$ cat src/rtl/legup_cache_arb_pkg.sv
// rtl/legup_cache_arb_pkg.sv - shared state type, widths and round-robin helper for the cache arbiter
package legup_cache_arb_pkg;

   typedef enum logic [1:0] {
      ARB       = 2'd0,
      ISSUE     = 2'd1,
      WAIT_DATA = 2'd2
   } arb_state_t;

   localparam int ADDR_WIDTH  = 31;
   localparam int MAX_MASTERS = 8;
   localparam int IDX_W       = 3;

   // Returns {valid, index}: first set bit of req strictly after last, wrapping modulo n.
   function automatic logic [IDX_W:0] rr_next(input logic [MAX_MASTERS-1:0] req,
                                              input logic [IDX_W-1:0]       last,
                                              input int                     n);
      logic [IDX_W:0] res;
      int             j;
      res = '0;
      for (int k = 1; k <= MAX_MASTERS; k++) begin
         j = (int'(last) + k) % n;
         if (k <= n && !res[IDX_W] && req[j[IDX_W-1:0]]) begin
            res = {1'b1, j[IDX_W-1:0]};
         end
      end
      return res;
   endfunction

endpackage

$ cat src/rtl/legup_cache_arbiter_rr.sv
// rtl/legup_cache_arbiter_rr.sv - combinational round-robin winner selection
module legup_rr_arbiter
   import legup_cache_arb_pkg::*;
#(
   parameter int NUM_MASTERS = 2
) (
   input  logic [NUM_MASTERS-1:0] req_i,
   input  logic [IDX_W-1:0]       last_i,
   output logic [IDX_W-1:0]       winner_o,
   output logic                   valid_o
);

   logic [MAX_MASTERS-1:0] req_ext;

   assign req_ext              = MAX_MASTERS'(req_i);
   assign {valid_o, winner_o}  = rr_next(req_ext, last_i, NUM_MASTERS);

endmodule

$ cat src/rtl/legup_cache_arbiter.sv
// rtl/legup_cache_arbiter.sv - round-robin sharing of one cache slave port, one transaction in flight
module legup_cache_arbiter #(
   parameter int  NUM_MASTERS = 2,
   parameter int  DATA_WIDTH  = 32,
   parameter int  ADDR_WIDTH  = legup_cache_arb_pkg::ADDR_WIDTH,
   localparam int BW          = DATA_WIDTH / 8
) (
   input  logic                              clk,
   input  logic                              reset,
   input  logic [NUM_MASTERS*ADDR_WIDTH-1:0] m_address,
   input  logic [NUM_MASTERS*BW-1:0]         m_byteenable,
   input  logic [NUM_MASTERS-1:0]            m_read,
   input  logic [NUM_MASTERS-1:0]            m_write,
   input  logic [NUM_MASTERS*DATA_WIDTH-1:0] m_writedata,
   output logic [NUM_MASTERS-1:0]            m_waitrequest,
   output logic [DATA_WIDTH-1:0]             m_readdata,
   output logic [NUM_MASTERS-1:0]            m_readdatavalid,
   output logic [ADDR_WIDTH-1:0]             c_address,
   output logic [BW-1:0]                     c_byteenable,
   output logic [DATA_WIDTH-1:0]             c_writedata,
   output logic                              c_read,
   output logic                              c_write,
   input  logic [DATA_WIDTH-1:0]             c_readdata,
   input  logic                              c_readdatavalid,
   input  logic                              c_waitrequest,
   output logic                              spurious_rdv
);
   import legup_cache_arb_pkg::*;

   arb_state_t             state_q;
   logic [IDX_W-1:0]       grant_q;
   logic [IDX_W-1:0]       last_grant_q;
   logic                   grant_is_read_q;
   logic                   spurious_q;
   logic [NUM_MASTERS-1:0] req;
   logic [IDX_W-1:0]       arb_winner;
   logic                   arb_valid;
   logic                   win_read;
   logic                   win_write;

   assign req = m_read | m_write;

   legup_rr_arbiter #(
      .NUM_MASTERS(NUM_MASTERS)
   ) u_rr (
      .req_i   (req),
      .last_i  (last_grant_q),
      .winner_o(arb_winner),
      .valid_o (arb_valid)
   );

   // Command fields follow the granted master live; strobes come from the registered grant
   // so a master that drops its request mid-handshake cannot abort the cache access.
   always_comb begin
      win_read        = 1'b0;
      win_write       = 1'b0;
      c_address       = '0;
      c_byteenable    = '0;
      c_writedata     = '0;
      m_waitrequest   = '1;
      m_readdatavalid = '0;
      for (int i = 0; i < NUM_MASTERS; i++) begin
         if (arb_winner == IDX_W'(i)) begin
            win_read  = m_read[i];
            win_write = m_write[i];
         end
         if (grant_q == IDX_W'(i)) begin
            c_address    = m_address[i*ADDR_WIDTH +: ADDR_WIDTH];
            c_byteenable = m_byteenable[i*BW +: BW];
            c_writedata  = m_writedata[i*DATA_WIDTH +: DATA_WIDTH];
            if (state_q == ISSUE) m_waitrequest[i] = c_waitrequest;
            if (state_q == WAIT_DATA) m_readdatavalid[i] = c_readdatavalid;
         end
      end
   end

   assign c_read       = (state_q == ISSUE) && grant_is_read_q;
   assign c_write      = (state_q == ISSUE) && !grant_is_read_q;
   assign m_readdata   = c_readdata;
   assign spurious_rdv = spurious_q;

   always_ff @(posedge clk or posedge reset) begin
      if (reset) begin
         state_q         <= ARB;
         grant_q         <= '0;
         last_grant_q    <= IDX_W'(NUM_MASTERS - 1);
         grant_is_read_q <= 1'b0;
         spurious_q      <= 1'b0;
      end else begin
         case (state_q)
            ARB: begin
               if (arb_valid) begin
                  grant_q         <= arb_winner;
                  grant_is_read_q <= win_read && !win_write;
                  state_q         <= ISSUE;
               end
            end
            ISSUE: begin
               if (!c_waitrequest) begin
                  last_grant_q <= grant_q;
                  state_q      <= grant_is_read_q ? WAIT_DATA : ARB;
               end
            end
            WAIT_DATA: begin
               if (c_readdatavalid) state_q <= ARB;
            end
            default: state_q <= ARB;
         endcase
         if (c_readdatavalid && state_q != WAIT_DATA) spurious_q <= 1'b1;
      end
   end

endmodule

$ cat config.mk
export PLATFORM = sky130hd
export DESIGN_NAME = legup_cache_arbiter
export DESIGN_NICKNAME = d
export VERILOG_FILES = /design/src/rtl/legup_cache_arb_pkg.sv /design/src/rtl/legup_cache_arbiter_rr.sv /design/src/rtl/legup_cache_arbiter.sv
export SDC_FILE = /design/constraint.sdc
export NUM_CORES = 1
export LEC_CHECK = 0
export ABC_AREA = 1
export BUFFER_PORTS_ARGS = -buffer_cell sky130_fd_sc_hd__buf_2
export CORE_AREA = 2 2 108 110
export CTS_BUF_LIST = sky130_fd_sc_hd__clkbuf_16
export DETAILED_ROUTE_END_ITERATION = 6
export DIE_AREA = 0 0 110 112
export GPL_ROUTABILITY_DRIVEN = 0
export MAX_ROUTING_LAYER = met4
export SLEW_MARGIN = 20
export SYNTH_ARGS = -nofsm -noshare
export SYNTH_HDL_FRONTEND = slang
export SYNTH_SLANG_ARGS = --single-unit
$ cat constraint.sdc
create_clock -name clk -period 2.4 [get_ports clk]
set_clock_uncertainty 0.2 [all_clocks]
set_input_delay 0 -clock clk [delete_from_list [all_inputs] [get_ports clk]]
set_output_delay 0 -clock clk [all_outputs]
set_load 0.03 [all_outputs]
=== Word level (Yosys, flattened, before mapping) ===
Index checks and enable logic that the tools add are counted.

* Bits in registers: 8
* Bits in latches: 0
* Bits in writable memories: 0
* Memory bits (read-only): 0
* Output and inout port bits: 106
* Word-level logic and storage cells: 62
* Memories: 0

* $add $sub $neg: 2
* $mul: 0
* Divide/modulo/power cells: 0
* $lt $le $gt $ge: 2
* Equal/unequal tests: 8
* Shift-type cells: 0
* Multiplexer cells: 27
* Bitwise gates (word level): 4
* Reduce and logical (&&, ||, !) cells: 14

{| class="wikitable"
|+ Operator list
! kind !! number
|-
| 32-bit 2-to-1 mux || 2
|-
| 31-bit 2-to-1 mux || 2
|-
| 4-bit 2-to-1 mux || 4
|-
| 1-bit 2-to-1 mux || 12
|-
| 3-bit by 4-bit less-than comparator with 1-bit output (second input constant) || 2
|-
| 2-bit 2-to-1 mux || 4
|-
| 2-bit inequality test (second input constant) || 4
|-
| 3-bit by 1-bit == test with 1-bit output (second input constant) || 2
|-
| 3-bit logical NOT || 2
|-
| 2-bit case mux with 3 select lines || 1
|-
| 1-bit logical AND || 5
|-
| 1-bit binary-select mux with 2-bit select || 2
|-
| 2-bit AND reduction || 2
|-
| 1-bit logical NOT || 3
|-
| 3-bit AND reduction || 1
|-
| 1-bit adder (second input constant) || 2
|-
| 1-bit bitwise AND (first input constant) || 2
|-
| 2-bit by 1-bit == test with 1-bit output (second input constant) || 1
|-
| 2-bit == test (second input constant) || 1
|-
| 2-bit logical NOT || 1
|-
| 2-bit OR || 1
|-
| 1-bit NOT || 1
|}

=== Longest topological paths before layout ===
* Word-level depth: 13
* Mapped depth: 6
* Depth with buffers taken out: 6

=== By module ===
From an unflattened synthesis, not the netlist that was laid out.

* Cells, all modules: 314
* Area total of the unflattened synthesis: 1601.5 um^2

{| class="wikitable"
|+ By module, submodules not included
! module !! instances !! cells an instance !! area an instance (um^2) !! sequential area each (um^2)
|-
| legup_cache_arbiter || 1 || 308 || 1567.8 || 251.5
|-
| legup_rr_arbiter || 1 || 6 || 33.8 || 0.0
|}

=== Worst setup path after synthesis ===
No wires, ideal clock.

* Path kind: reg-to-reg
* Start: register grant_q[0]
* End: register last_grant_q[0]
* Library setup time: 99 ps
* Data arrival time: 1019 ps
* Required time: 2101 ps
* Slack: 1082 ps
* Stages on the path, launching flop included: 5
* Buffers on the path: 2
* Period minus slack after synthesis: 1318 ps
* Cells stage by stage: dfrtp_1 > buf_4 > buf_2 > nand2_1 > o21ai_0

{| class="wikitable"
|+ RTL lines
! item !! line !! RTL
|-
| from (decl) || legup_cache_arbiter.sv:31 || <nowiki>logic [IDX_W-1:0] grant_q;</nowiki>
|-
| from (signal assigned) || legup_cache_arbiter.sv:93 || <nowiki>grant_q <= arb_winner;</nowiki>
|-
| to (signal assigned) || legup_cache_arbiter.sv:86 || <nowiki>last_grant_q <= IDX_W'(NUM_MASTERS - 1);</nowiki>
|-
| to (signal assigned) || legup_cache_arbiter.sv:100 || <nowiki>last_grant_q <= grant_q;</nowiki>
|-
| to (decl) || legup_cache_arbiter.sv:32 || <nowiki>logic [IDX_W-1:0] last_grant_q;</nowiki>
|}

=== Final worst setup path ===
* Start: input m_read[0]
* End: register grant_is_read_q

* Word-level cells in the longest chain between the ends: 12

{| class="wikitable"
|+ RTL lines
! item !! line !! RTL
|-
| from (decl) || legup_cache_arbiter.sv:12 || <nowiki>input logic [NUM_MASTERS-1:0] m_read,</nowiki>
|-
| 2-bit OR || legup_cache_arbiter.sv:41 || <nowiki>assign req = m_read | m_write;</nowiki>
|-
| 1-bit binary-select mux with 2-bit select || legup_cache_arb_pkg.sv:23 || <nowiki>if (k <= n && !res[IDX_W] && req[j[IDX_W-1:0]]) begin</nowiki>
|-
| 1-bit 2-to-1 mux (not written as such) || legup_cache_arb_pkg.sv:23 ||
|-
| 4-bit 2-to-1 mux || legup_cache_arb_pkg.sv:23 ||
|-
| 1-bit logical NOT || legup_cache_arb_pkg.sv:23 ||
|-
| 1-bit logical AND || legup_cache_arb_pkg.sv:23 ||
|-
| 4-bit 2-to-1 mux || legup_cache_arb_pkg.sv:23 ||
|-
| 3-bit logical NOT || legup_cache_arbiter.sv:63 || <nowiki>if (arb_winner == IDX_W'(i)) begin</nowiki>
|-
| 1-bit 2-to-1 mux (2 in a row) || legup_cache_arbiter.sv:63 ||
|-
| 1-bit logical NOT || legup_cache_arbiter.sv:94 || <nowiki>grant_is_read_q <= win_read && !win_write;</nowiki>
|-
| 1-bit logical AND || legup_cache_arbiter.sv:94 ||
|-
| to (signal assigned) || legup_cache_arbiter.sv:94 ||
|-
| to (decl) || legup_cache_arbiter.sv:33 || <nowiki>logic grant_is_read_q;</nowiki>
|}

Several ways; a longest one is shown, not always the timed one. The select of a mux whose other input is x is not followed.
A chain may end at the register's enable or synchronous reset.

==> results.sh <==
export IMPL_drive_above_1_share_pct=44.0
export IMPL_final_cell_mix="nand2_1, buf_2, dlygate4sd3_1, nor2_1, inv_1"
export IMPL_tightest_slew_ns=0.666
export IMPL_finalSetupTns_ns=0
export IMPL_rr_startpoint="state_q[1]"
export IMPL_grt_pass1_wl_microns=9630
export IMPL_run_status="finished, final reports clean"
export IMPL_finalPower_mw=3.26
export IMPL_syn_area_sq_mm=0.00142
export IMPL_fin_crit_ns=2.02
export IMPL_setup_viol=0
export IMPL_grt_ovfl_total=0
export IMPL_drcViolationCount=0
export IMPL_worst_setup_path_end_kind="flip-flop"
export IMPL_core_area_sq_mm=0.0112
export IMPL_tritoncts="done"
export IMPL_wire_per_inst_microns=10.4
export IMPL_path_class="input port to flip-flop"
export IMPL_synth_nets=470
export IMPL_hold_ws_ns=0.0110
export IMPL_mostFrequentLayoutCell="nand2_1"
export IMPL_rsz0062_at_grt="no"
export IMPL_drt_total_wl_microns=6780
export IMPL_dpl_instance_area_sq_mm=0.00236
export IMPL_die_w_microns=110
export IMPL_fin_nets=684
export IMPL_slew_viol_final=0
export IMPL_chipHeight_microns=112
export IMPL_post_place_ws_ns=0.825
export IMPL_grtUsageTotal_pct=9.91
export IMPL_hold_violations=0
export IMPL_area_growth_pct=100
export IMPL_hp_start="m_write[1]"
export IMPL_path_clk_slew_ns=0.04
export IMPL_cts_buffer_depth=2
export IMPL_die_area_sq_mm=0.0123
export IMPL_grt_max_degree=71
export IMPL_post_synth_cell_area_avg_sq_um=4.79
export IMPL_via_per_inst=3.71
export IMPL_cts_root_buf="clkbuf_16"
export IMPL_ys_seq_area_share_pct=10.7
export IMPL_synthCells=296
export IMPL_postLayoutCellArea_sq_mm=0.00284
export IMPL_max_slew_margin_rel_pct=55.6
export IMPL_rows=39
export IMPL_worstHoldPathType="input port to flip-flop"
export IMPL_fin_crit_sh_pct=84.3
export IMPL_boundaryPins=280
export IMPL_cp_slowest_cell="dlygate4sd3_1"
export IMPL_ys_ff_latch=6
export IMPL_synthDistinctLibCells=16
export IMPL_post_dp_hpwl_microns=4690
export IMPL_cpMostUsedCell="nand2_1"
export IMPL_first_global_vias=2198
export IMPL_peakVddDrop_v=0.000561
export IMPL_power_leakage_nw=1.84
export IMPL_drt_initial_drc_count=70
export IMPL_crit_start="m_read[0]"
export IMPL_final_instance_count_excl_fill=652
export IMPL_dpl_cell_count=608
export IMPL_cts_made_buffers=3
export IMPL_cts_sinks=6
export IMPL_path_max_fanout=2
export IMPL_worstPathRequired_ns=2.32
export IMPL_clkLatencyLatePin_ns=0.23
export IMPL_crit_chain="dlygate4sd3_1 -> buf_2 -> nand2_1 -> dlygate4sd3_1 -> nand2_1 -> nand2_1 -> dlygate4sd3_1 -> nand2_1"
export IMPL_crit_path_max_incr_delay_ns=0.54
export IMPL_cts_max_level=1
export IMPL_setup_ws_ns=0.376
export IMPL_grt_antenna_before_repair=0
export IMPL_port_buffers=215
export IMPL_power_density_mw_per_mm2=1150
export IMPL_antenna_cells=0
export IMPL_fmax_mhz=494
export IMPL_post_cts_setup_buffer_count=0
export IMPL_vias=2416
export IMPL_ant_nets=0
export IMPL_critPathLaunchType="input port"
export IMPL_utilization_pct=25.5
export IMPL_start_util_pct=12.7
export IMPL_ys_warn_count=0
export IMPL_cap_violations=0
export IMPL_arrival_ns=1.94
export IMPL_firstDrtPassIters=4
registers in the layout, indices dropped and copies added (netlist names):
register	count
grant_q	1
last_grant_q	1
grant_is_read_q	1
spurious_rdv	1
state_q	2
path summary, 6_finish.rpt:
check	depth (start not counted)	slack (ns)	to
worst min-delay path	5	0.01	state_q[1]
worst max register to register	6	0.64	grant_is_read_q
worst min register to register	1	0.28	spurious_rdv
min in group asynchronous	3	0.05	spurious_rdv
max in group asynchronous	3	1.68	last_grant_q[0]
worst max-delay path	8	0.38	grant_is_read_q
cells by family (layout without fill, tap and decap cells):
| group | count (synthesis) | in the layout | synth area share, % |
|---|---|---|---|
| AOI/OAI and AO/OA | 5 | 5 | 2.12 |
| buffers and inverters | 55 | 268 | 25.6 |
| DFF | 6 | 6 | 10.7 |
| and+or+nand+nor | 230 | 230 | 61.6 |
where the power goes:
group	switching [mW]	leakage, nW	internal (mW)
Clock	0.0649	0.0423	0.217
Sequential	0.0389	0.0676	0.151
Combinational	2.02	1.73	0.771
Total	2.12	1.84	1.14
synth_stat cells:
library cell / n / share of area, %
nand3_1: 2 / 0.71
nor2_2: 2 / 0.88
buf_6: 2 / 1.6
nand2_1: 216 / 57
nand3b_1: 1 / 0.53
inv_1: 7 / 1.9
inv_4: 1 / 0.44
nor2_1: 9 / 2.4
buf_2: 12 / 4.2
o21bai_1: 1 / 0.53
dfrtp_1: 5 / 8.8
o21ai_0: 2 / 0.71
a21o_1: 1 / 0.53
dfstp_2: 1 / 1.9
a21oi_1: 1 / 0.35
buf_4: 33 / 17
routing by layer:
layer / part of all wire [%] / vias to the layer above / global-route usage (%)
met5: 0 / - / -
met4: 0.55 / 0 / 2.11
met3: 9.3 / 4 / 0.878
met2: 54 / 159 / 20.7
met1: 36 / 986 / 9.30
li1: - / 1267 / -
what timing repair did:
item,4_1_cts,5_1_grt
hold buffers,40,0
gates resized for setup,0,0
endpoints found under the hold margin,43,0
area by class of cell:
class                   instances  area (sq um)
clock buffers                   3          75.1
clock inverters                 1          3.75
fillers                      1265          8330
inverters                       8          32.5
multi-input cells             235           905
flip-flops and latches          6           153
well taps                     143           179
repair buffers                256          1500
critical path: cells and delay by family:
kind                   cells  cell delay [ns]
and+or+nand+nor            4             0.21
buffers and inverters      4             1.73
(Power assumes the default switching activity.)
